## src/rtl/yarp_pkg.sv

```systemverilog
// Shared decode-stage types: opcode map, FSM states and the decoded packet.
// YARP_XLEN sets the packet width for the build and must equal the stage's XLEN.
package yarp_pkg;

  localparam int YARP_XLEN = 32;

  typedef enum logic [6:0] {
    OP_LOAD   = 7'h03,
    OP_FENCE  = 7'h0F,
    OP_IMM    = 7'h13,
    OP_AUIPC  = 7'h17,
    OP_IMM32  = 7'h1B,
    OP_STORE  = 7'h23,
    OP_OP     = 7'h33,
    OP_LUI    = 7'h37,
    OP_32     = 7'h3B,
    OP_BRANCH = 7'h63,
    OP_JALR   = 7'h67,
    OP_JAL    = 7'h6F,
    OP_SYSTEM = 7'h73
  } opcode_e;

  typedef enum logic [1:0] {
    ST_EMPTY = 2'd0,
    ST_FULL  = 2'd1,
    ST_SKID  = 2'd2
  } dec_state_e;

  typedef struct packed {
    logic [4:0]           rs1;
    logic [4:0]           rs2;
    logic [4:0]           rd;
    logic [6:0]           opcode;
    logic [2:0]           funct3;
    logic [6:0]           funct7;
    logic                 r_type;
    logic                 i_type;
    logic                 s_type;
    logic                 b_type;
    logic                 u_type;
    logic                 j_type;
    logic                 illegal;
    logic [YARP_XLEN-1:0] imm;
    logic [YARP_XLEN-1:0] pc;
  } decode_pkt_t;

endpackage

```

## src/rtl/yarp_imm_gen.sv

```systemverilog
// Combinational instruction classifier: type flags, illegal flag and
// sign-extended immediate. Illegal encodings force all flags and imm to zero.
module yarp_imm_gen
  import yarp_pkg::*;
#(
  parameter int XLEN = YARP_XLEN
) (
  input  logic [31:0]     i_instr,
  output logic            o_r_type,
  output logic            o_i_type,
  output logic            o_s_type,
  output logic            o_b_type,
  output logic            o_u_type,
  output logic            o_j_type,
  output logic            o_illegal,
  output logic [XLEN-1:0] o_imm
);

  logic [31:0] w_imm32;

  always_comb begin
    o_r_type  = 1'b0;
    o_i_type  = 1'b0;
    o_s_type  = 1'b0;
    o_b_type  = 1'b0;
    o_u_type  = 1'b0;
    o_j_type  = 1'b0;
    o_illegal = 1'b0;
    w_imm32   = '0;
    case (i_instr[6:0])
      OP_OP: o_r_type = 1'b1;
      OP_LOAD, OP_IMM, OP_JALR: begin
        o_i_type = 1'b1;
        w_imm32  = {{20{i_instr[31]}}, i_instr[31:20]};
      end
      OP_STORE: begin
        o_s_type = 1'b1;
        w_imm32  = {{20{i_instr[31]}}, i_instr[31:25], i_instr[11:7]};
      end
      OP_BRANCH: begin
        o_b_type = 1'b1;
        w_imm32  = {{19{i_instr[31]}}, i_instr[31], i_instr[7],
                    i_instr[30:25], i_instr[11:8], 1'b0};
      end
      OP_LUI, OP_AUIPC: begin
        o_u_type = 1'b1;
        w_imm32  = {i_instr[31:12], 12'h000};
      end
      OP_JAL: begin
        o_j_type = 1'b1;
        w_imm32  = {{11{i_instr[31]}}, i_instr[31], i_instr[19:12],
                    i_instr[20], i_instr[30:21], 1'b0};
      end
      OP_SYSTEM, OP_FENCE: ;
      // Word-sized ops only exist on RV64.
      OP_IMM32: begin
        if (XLEN == 64) begin
          o_i_type = 1'b1;
          w_imm32  = {{20{i_instr[31]}}, i_instr[31:20]};
        end else begin
          o_illegal = 1'b1;
        end
      end
      OP_32: begin
        if (XLEN == 64) o_r_type = 1'b1;
        else            o_illegal = 1'b1;
      end
      default: o_illegal = 1'b1;
    endcase
    if (i_instr[1:0] != 2'b11) o_illegal = 1'b1;
    if (o_illegal) begin
      o_r_type = 1'b0;
      o_i_type = 1'b0;
      o_s_type = 1'b0;
      o_b_type = 1'b0;
      o_u_type = 1'b0;
      o_j_type = 1'b0;
      w_imm32  = '0;
    end
    o_imm = XLEN'($signed(w_imm32));
  end

endmodule

```

## src/rtl/yarp_decode_pipe.sv

```systemverilog
// Registered decode stage between fetch and execute with a 2-entry skid
// buffer, flush, and a count of packets handed to execute.
module yarp_decode_pipe
  import yarp_pkg::*;
#(
  parameter int XLEN    = YARP_XLEN,
  parameter int CNT_W   = 32,
  parameter int SKID_EN = 1
) (
  input  logic             clk,
  input  logic             reset_n,
  input  logic             flush_i,
  input  logic             in_valid_i,
  output logic             in_ready_o,
  input  logic [31:0]      in_instr_i,
  input  logic [XLEN-1:0]  in_pc_i,
  output logic             out_valid_o,
  input  logic             out_ready_i,
  output decode_pkt_t      out_pkt_o,
  output logic [CNT_W-1:0] dec_cnt_o,
  output dec_state_e       dbg_state_o
);

  // Handshake: a beat moves when valid & ready are both high at a clk edge;
  // valid never waits on ready, and a held packet stays stable until taken.

  dec_state_e       r_state, w_state_nxt;
  decode_pkt_t      r_main, r_skid, w_dec_pkt;
  logic             r_in_ready;
  logic [CNT_W-1:0] r_dec_cnt;
  logic             w_in_ready, w_out_valid, w_in_xfer, w_out_xfer;
  logic             w_load_main, w_main_from_skid, w_load_skid;
  logic             w_r, w_i, w_s, w_b, w_u, w_j, w_illegal;
  logic [XLEN-1:0]  w_imm;

  yarp_imm_gen #(.XLEN(XLEN)) u_imm_gen (
    .i_instr   (in_instr_i),
    .o_r_type  (w_r),
    .o_i_type  (w_i),
    .o_s_type  (w_s),
    .o_b_type  (w_b),
    .o_u_type  (w_u),
    .o_j_type  (w_j),
    .o_illegal (w_illegal),
    .o_imm     (w_imm)
  );

  always_comb begin
    w_dec_pkt         = '0;
    w_dec_pkt.rs1     = in_instr_i[19:15];
    w_dec_pkt.rs2     = in_instr_i[24:20];
    w_dec_pkt.rd      = in_instr_i[11:7];
    w_dec_pkt.opcode  = in_instr_i[6:0];
    w_dec_pkt.funct3  = in_instr_i[14:12];
    w_dec_pkt.funct7  = in_instr_i[31:25];
    w_dec_pkt.r_type  = w_r;
    w_dec_pkt.i_type  = w_i;
    w_dec_pkt.s_type  = w_s;
    w_dec_pkt.b_type  = w_b;
    w_dec_pkt.u_type  = w_u;
    w_dec_pkt.j_type  = w_j;
    w_dec_pkt.illegal = w_illegal;
    w_dec_pkt.imm     = w_imm;
    w_dec_pkt.pc      = in_pc_i;
  end

  assign w_out_valid = (r_state != ST_EMPTY);
  // Without the skid entry, ready must look through to the consumer.
  assign w_in_ready  = (SKID_EN != 0) ? r_in_ready : (!w_out_valid || out_ready_i);
  assign w_in_xfer   = in_valid_i && w_in_ready;
  assign w_out_xfer  = w_out_valid && out_ready_i;

  always_comb begin
    w_state_nxt      = r_state;
    w_load_main      = 1'b0;
    w_main_from_skid = 1'b0;
    w_load_skid      = 1'b0;
    if (flush_i) begin
      w_state_nxt = ST_EMPTY;
    end else begin
      case (r_state)
        ST_EMPTY: begin
          if (w_in_xfer) begin
            w_load_main = 1'b1;
            w_state_nxt = ST_FULL;
          end
        end
        ST_FULL: begin
          if (w_in_xfer && w_out_xfer) begin
            w_load_main = 1'b1;
          end else if (w_in_xfer) begin
            w_load_skid = 1'b1;
            w_state_nxt = ST_SKID;
          end else if (w_out_xfer) begin
            w_state_nxt = ST_EMPTY;
          end
        end
        ST_SKID: begin
          if (w_out_xfer) begin
            w_main_from_skid = 1'b1;
            w_state_nxt      = ST_FULL;
          end
        end
        default: w_state_nxt = ST_EMPTY;
      endcase
    end
  end

  always_ff @(posedge clk) begin
    if (!reset_n) begin
      r_state    <= ST_EMPTY;
      r_main     <= '0;
      r_skid     <= '0;
      r_in_ready <= 1'b1;
      r_dec_cnt  <= '0;
    end else begin
      r_state    <= w_state_nxt;
      r_in_ready <= (w_state_nxt != ST_SKID);
      if (w_load_main)      r_main <= w_dec_pkt;
      if (w_main_from_skid) r_main <= r_skid;
      if (w_load_skid)      r_skid <= w_dec_pkt;
      if (w_out_xfer)       r_dec_cnt <= r_dec_cnt + CNT_W'(1);
    end
  end

  assign in_ready_o  = w_in_ready;
  assign out_valid_o = w_out_valid;
  assign out_pkt_o   = r_main;
  assign dec_cnt_o   = r_dec_cnt;
  assign dbg_state_o = r_state;

endmodule

```

## config.mk

```make
export PLATFORM = sky130hd
export DESIGN_NAME = yarp_decode_pipe
export DESIGN_NICKNAME = d
export VERILOG_FILES = /design/src/rtl/yarp_pkg.sv /design/src/rtl/yarp_imm_gen.sv /design/src/rtl/yarp_decode_pipe.sv
export SDC_FILE = /design/constraint.sdc
export NUM_CORES = 1
export LEC_CHECK = 0
export ABC_AREA = 1
export CAP_MARGIN = 20
export CELL_PAD_IN_SITES_DETAIL_PLACEMENT = 1
export CELL_PAD_IN_SITES_GLOBAL_PLACEMENT = 2
export CORE_UTILIZATION = 26
export CTS_BUF_LIST = sky130_fd_sc_hd__clkbuf_4 sky130_fd_sc_hd__clkbuf_8
export DETAILED_ROUTE_END_ITERATION = 10
export PLACE_DENSITY = 0.79
export SETUP_SLACK_MARGIN = 0.02
export SYNTH_ARGS = -nofsm -noshare
export SYNTH_HDL_FRONTEND = slang
export SYNTH_HIERARCHICAL = 1
export SYNTH_SLANG_ARGS = --single-unit
```

## constraint.sdc

```tcl
create_clock -name clk -period 1.5 [get_ports clk]
set_input_delay 0.375 -clock clk [delete_from_list [all_inputs] [get_ports clk]]
set_output_delay 0.375 -clock clk [all_outputs]
set_load 0.02 [all_outputs]
```

==> results_dict.tcl, run 1 <==
set metrics [dict create \
    status "finished with violations" \
    violations "negative setup slack" \
    drt-total-wl_mm 45.8 \
    crit_type "reg -> reg" \
    grt.met1_usage_pct 22.7 \
    drc 0 \
    startpoint_type "flop" \
    async_reset_ff_share_pct 0 \
    power.density_mw_per_mm2 895 \
    whs_path_depth 3 \
    grt_first_pass_wirelength_mm 62.9 \
    cap_violations 0 \
    clockRootBuffer "clkbuf_8" \
    synth_area_mm2 0.0108 \
    ant_nets 0 \
    clock-sinks 241 \
    antenna_found_initial 1 \
    die_area_mm2 0.0423 \
    path_max_fanout 14 \
    setup_viol 165 \
    die_y_um 206 \
    fillCellCount 4928 \
    place_ws_ns -0.838 \
    syn_nets 1659 \
    start_util_pct 26.4 \
    synth_top_cell_by_area "dfxtp_1" \
    wl_per_cell_um 18.1 \
    cts_max_path_buffers 3 \
    r2r-end "out_pkt_o[90]" \
    overflow 0 \
    dp.final_hpwl_mm 26.3 \
    synth_top_area_share_pct 44.8 \
    fin_skew_ns 0.0219 \
    relSlewSlack_pct 60.1 \
    cts.reportedPaths.clkPinSlew_ns 0.06 \
    max_freq_ghz 0.605 \
    synth_flop_cell "dfxtp_1" \
    use_met2_pct 32.8 \
    synth_edf_count 0 \
    ys_ff_latch 241 \
    track_usage_pct 18.8 \
    ys.warnings.count 6 \
    grt_max_degree 83 \
    rsz0062_at_grt "yes" \
    cp-startpoint "dbg_state_o[0]" \
    layout-drive-gt1-share_pct 37.6 \
    r2r_setup_slack_ns -0.15 \
    ff2ff_path_depth 9 \
    num_vias 11900 \
    hold_viol_final 0 \
    worstPathArrival_ns 2.13 \
    rows 74 \
    htree_levels 2 \
    busiest_layer "met2" \
    cts_tree "done" \
    grt_util_met3_pct 4.40 \
    numPortBuffers 207 \
    drv_slew 0 \
    dr.pass1.iters 5 \
    fin_nets 2039 \
    period_share_pct 110 \
    r2r-start "dbg_state_o[0]" \
    endpoint_kind "flop" \
    dp_cells 2357 \
    clock_latency_ns 0.62 \
    core_mm2 0.0408 \
    gp_congestion 0.810 \
    worst_hold_path.endpoint "dec_cnt_o[1]" \
    n_antenna_cell 0 \
    synth-seq-area-share_pct 44.8 \
    whs_ns 0.0689 \
    grt_pass1_vias 12100 \
    io_pins 208 \
    viasPerCell 4.71 \
    finalSetupTns_ns -6.17 \
    worst_pin_slew_ns 0.598 \
    ir_drop_v 0.000541 \
    holdCritPathClass "in -> reg" \
    leakagePower_nw 7.83 \
    dieWidth_um 206 \
    ys_types 28 \
    syn_inst 1589 \
    numCtsBuffers 47 \
    fin_cells 2527 \
    postLayoutCoreUtil_pct 43.3 \
    synthTopCellsByArea "dfxtp_1 45%, o21ai_0 14%, nor2_1 10%" \
    fin_ws_ns -0.153 \
    avgSynthCellArea_um2 6.78 \
    period_minus_slack_ns 1.65 \
    syn2layout_area_growth_pct 64.1 \
    drt_iter0_markers 460 \
    cp.required_ns 1.98 \
    min_from "reset_n" \
]
==> synthesized netlist by cell type (5+ instances only) <==
| cell type | count |
|---|---|
| a21oi_1 | 117 |
| buf_2 | 32 |
| buf_6 | 11 |
| clkbuf_1 | 48 |
| dfxtp_1 | 241 |
| inv_1 | 184 |
| inv_2 | 5 |
| nand2_1 | 262 |
| nand2_2 | 10 |
| nand3_1 | 20 |
| nand4_1 | 14 |
| nor2_1 | 292 |
| nor2_2 | 5 |
| o21ai_0 | 295 |
| o21ai_1 | 28 |
==> timing repair <==
action | 4_1_cts | 5_1_grt
resized for setup | 1061 | 343
pin swaps | 23 | 66
buffers inserted | 37 | 25
hold buffers | 0 | 0
endpoints found under the setup margin | 293 | 346
cloned | 4 | 29
==> worst max-delay path by stage <==
stage | end | slack, ns | cells after the start
final | out_pkt_o[90] | -0.15 | 9
after global routing | out_pkt_o[91] | -0.19 | 9
after CTS | out_valid_o | -0.17 | 3
after detailed placement | out_pkt_o[51] | -0.84 | 12
after global placement | out_pkt_o[51] | -0.76 | 12
after floorplan | r_skid[72] | 0.02 | 7
==> report_power, final <==
group,leakage [nW],internal [mW],switching [mW]
logic,5.33,1.13,1.29
registers,2.02,6.71,0.186
clock network,0.476,3.62,2.89
total,7.83,11.5,4.36
==> cell usage in the layout, fill, tap and decap left out, drive strengths merged <==
master and instances:
nand4 15, nand2 275, ha 1, a21oi 117, o21bai 1, xor2 4, buf 340, clkinv 3
dfxtp 241, clkinvlp 1, nor2 297, dlymetal6s2s 6, bufbuf 1, nor3 5, xnor2 1, clkdlybuf4s50 61
inv 191, o21a 2, clkbuf 88, o21ai 323, nand3 22
==> stage by stage <==
stage               cell area [um^2]  total power, mW
detailed placement             14200             8.97
finish                         17700             15.8
floorplan                      10800             7.87
global placement               14200             8.93
global route                   17700             16.6
CTS                            16100             15.8
==> per-layer routing <==
metal / part of all wire (%) / vias up / wire (um)
met5: 0.022 / - / 10
met4: 2.2 / 2 / 998
met3: 4.6 / 60 / 2120
met2: 49 / 225 / 22300
met1: 45 / 5787 / 20400
li1: - / 5832 / -
==> area by class of cell <==
class,instances,area (um^2),area share [%]
clock inverter,4,26.3,0.149
sequential,241,5020,28.4
clock buffer,71,865,4.89
multi-input combinational,1063,5460,30.9
timing repair inverter,1,11.3,0.0637
timing repair buffer,425,4880,27.6
inverter,190,747,4.22
tap,532,666,3.76
==> kinds of logic (layout without fill, tap and decap cells) <==
| kind of cell | count (synthesis) | in the layout | share of synthesized area [%] |
|---|---|---|---|
| adder cells (fa/ha/maj) | 1 | 1 | 0.116 |
| XOR/XNOR | 5 | 5 | 0.406 |
| buffers and inverters | 285 | 691 | 11.2 |
| flip-flops | 241 | 241 | 44.8 |
| AND/OR/NAND/NOR | 614 | 614 | 22.8 |
| AO/OA/AOI/OAI | 443 | 443 | 20.7 |
==> critical path, cell delays in order (launching register included) <==
cell and delay [ns]:
dfxtp_4 0.38, inv_4 0.05, buf_6 0.11, nand4_4 0.08, buf_12 0.15, buf_12 0.20
buf_6 0.17, o21ai_0 0.11, nor2_1 0.18, nor2_1 0.08
==> registers in the layout, summed over array words and instances, names as in the netlist <==
signal and cells:
out_pkt_o 103, r_skid 103, dec_cnt_o 32, dbg_state_o 2, in_ready_o 1
(Power assumes the default switching activity.)
==> run 2, diff against run 1 <==
--- a/config.mk
+++ b/config.mk
@@ -12,7 +12,7 @@
 export CORE_UTILIZATION = 26
 export CTS_BUF_LIST = sky130_fd_sc_hd__clkbuf_4 sky130_fd_sc_hd__clkbuf_8
 export DETAILED_ROUTE_END_ITERATION = 10
-export PLACE_DENSITY = 0.79
+export PLACE_DENSITY = 0.75
 export SETUP_SLACK_MARGIN = 0.02
 export SYNTH_ARGS = -nofsm -noshare
 export SYNTH_HDL_FRONTEND = slang
==> run 2 against run 1 <==
Global-route usage increased by 0.32 points. Largest cell class unchanged. The run still ends with negative setup slack left. Die area unchanged. Critical endpoint is now dbg_state_o[1]. Clock power increased by 9.1%. Sequential power about the same. Highest routed layer unchanged. Register-to-register slack improved by 0.04 ns.
==> results_dict.tcl, run 2 (same netlist as run 1, synthesis figures left out) <==
set metrics [dict create \
    status "finished with violations" \
    violations "negative setup slack" \
    die_area_mm2 0.0423 \
    rsz0062_at_grt "yes" \
    start_util_pct 26.4 \
    fin_skew_ns 0.0117 \
    finalPower_mw 16.6 \
    cpLargestDelayFamily "flip-flops" \
    worst_pin_slew_ns 0.538 \
    period_share_pct 107 \
    r2r-start "dbg_state_o[0]" \
    ant_nets 0 \
    numCtsBuffers 48 \
    min_from "reset_n" \
    drt-total-wl_mm 45.6 \
    grt_max_degree 68 \
    startpoint_type "flop" \
    io_pins 208 \
    drt_iter0_markers 477 \
    rows 74 \
    r2r-end "out_pkt_o[14]" \
    p_sw_mw 4.55 \
    antenna_found_initial 2 \
    cp-startpoint "dbg_state_o[1]" \
    cts_max_path_buffers 3 \
    syn2layout_area_growth_pct 69.6 \
    placed_area_mm2 0.0143 \
    gp_congestion 0.812 \
    fin_ws_ns -0.110 \
    htree_levels 2 \
    stdcell_area_mm2 0.0183 \
    cellInternalPower_mw 12.1 \
    drv_slew 0 \
    power.density_mw_per_mm2 909 \
    hold_buffers 0 \
    num_vias 11900 \
    pwr-share-seq_pct 41.4 \
    cp.required_ns 1.12 \
    critPathBufInv 2 \
    drc 0 \
    r2r_setup_slack_ns -0.11 \
    leakagePower_nw 8.10 \
    track_usage_pct 19.1 \
    clockRootBuffer "clkbuf_8" \
    crit_type "reg -> out" \
    crit_end "dbg_state_o[1]" \
    cts_tree "done" \
    path_max_fanout 6 \
    ir_drop_v 0.000486 \
    endpoint_kind "output pin" \
    worstPathArrival_ns 1.23 \
    fin_nets 2059 \
    die_y_um 206 \
    crit_chain "buf_4 > buf_6" \
    setup_viol 127 \
    swShare_pct 27.4 \
    grt_first_pass_wirelength_mm 63.2 \
    period_minus_slack_ns 1.61 \
    viasPerCell 4.68 \
    layout-drive-gt1-share_pct 40.0 \
    clock-sinks 241 \
    worstSetupPathDepth 2 \
    dieWidth_um 206 \
    power_frac_clock_pct 42.8 \
    dr.pass1.iters 4 \
    ff2ff_path_depth 9 \
    core_mm2 0.0408 \
    p_comb_share_pct 15.8 \
    relSlewSlack_pct 64.1 \
    critPathSlowestCell "dfxtp_4" \
    cap_violations 0 \
    dp_cells 2352 \
    dp.final_hpwl_mm 26.4 \
    wl_per_cell_um 17.9 \
    cpPeakStageDelay_ns 0.37 \
    holdCritPathClass "in -> reg" \
    clock_latency_ns 0.61 \
    grt_pass1_vias 11700 \
    fin_cells 2555 \
    overflow 0 \
    numPortBuffers 207 \
    final_common_cell "nor2_1" \
    cts.reportedPaths.clkPinSlew_ns 0.06 \
    most-common-layout-cells "258 x nor2_1, 231 x nand2_1, 183 x inv_1" \
    max_freq_ghz 0.621 \
    postLayoutCoreUtil_pct 44.7 \
    place_ws_ns -0.747 \
    n_antenna_cell 0 \
    hold_viol_final 0 \
]
run 2: how the worst min path moves through the flow:
stage | endpoint | slack (ns) | depth (start not counted)
after floorplan | r_skid[0] | 0.42 | 2
after global placement | r_skid[93] | 0.43 | 2
after detailed placement | r_skid[97] | 0.44 | 2
after CTS | dec_cnt_o[30] | 0.05 | 3
after global routing | dec_cnt_o[31] | 0.07 | 3
final | dec_cnt_o[31] | 0.1 | 3
run 2: metrics by stage:
| stage | hold slack (ns) | setup TNS (ns) |
|---|---|---|
| 2_1_floorplan | 0.425 | 0 |
| 3_3_place_gp | 0.432 | -117.28 |
| 3_5_place_dp | 0.439 | -126.55 |
| 4_1_cts | 0.0457 | -6.49 |
| 5_1_grt | 0.0732 | -16.10 |
| 6_report | 0.0982 | -4.87 |
run 2: tightest hold or removal path, delay by kind of cell:
family        cells  cell delay [ns]
simple gates      2             0.12
buf+inv           1             0.17
run 2: layout make-up:
type / count / area, um^2
clock buffer: 82 / 991
inverter: 190 / 737
fill: 4852 / 22600
multi-input combinational: 1063 / 5590
tap: 532 / 666
clock inverter: 2 / 10.0
timing repair buffer: 445 / 5210
sequential: 241 / 5060
run 2: timing repair:
action | 4_1_cts | 5_1_grt
endpoints found under the setup margin | 265 | 302
pin swaps | 29 | 66
resized for setup | 1076 | 415
buffers inserted | 41 | 46
cloned | 4 | 32
endpoints found under the hold margin | 0 | 0
run 2: power by group through the flow:
stage	clock network, mW	logic, mW	registers, mW
3_3_place_gp	0	2.01	6.95
5_1_grt	7.62	2.83	6.91
4_1_cts	7.37	2.19	6.88
2_1_floorplan	0	0.704	7.17
6_report	7.10	2.62	6.88
3_5_place_dp	0	2.03	6.95
run 2: routing by layer:
metal | vias up | wire (um) | global-route usage, %
li1 | 5874 | - | -
met1 | 5792 | 20200 | 23.8
met2 | 207 | 22600 | 32.9
met3 | 68 | 1910 | 3.66
met4 | 4 | 896 | 6.03
met5 | - | 32 | 0
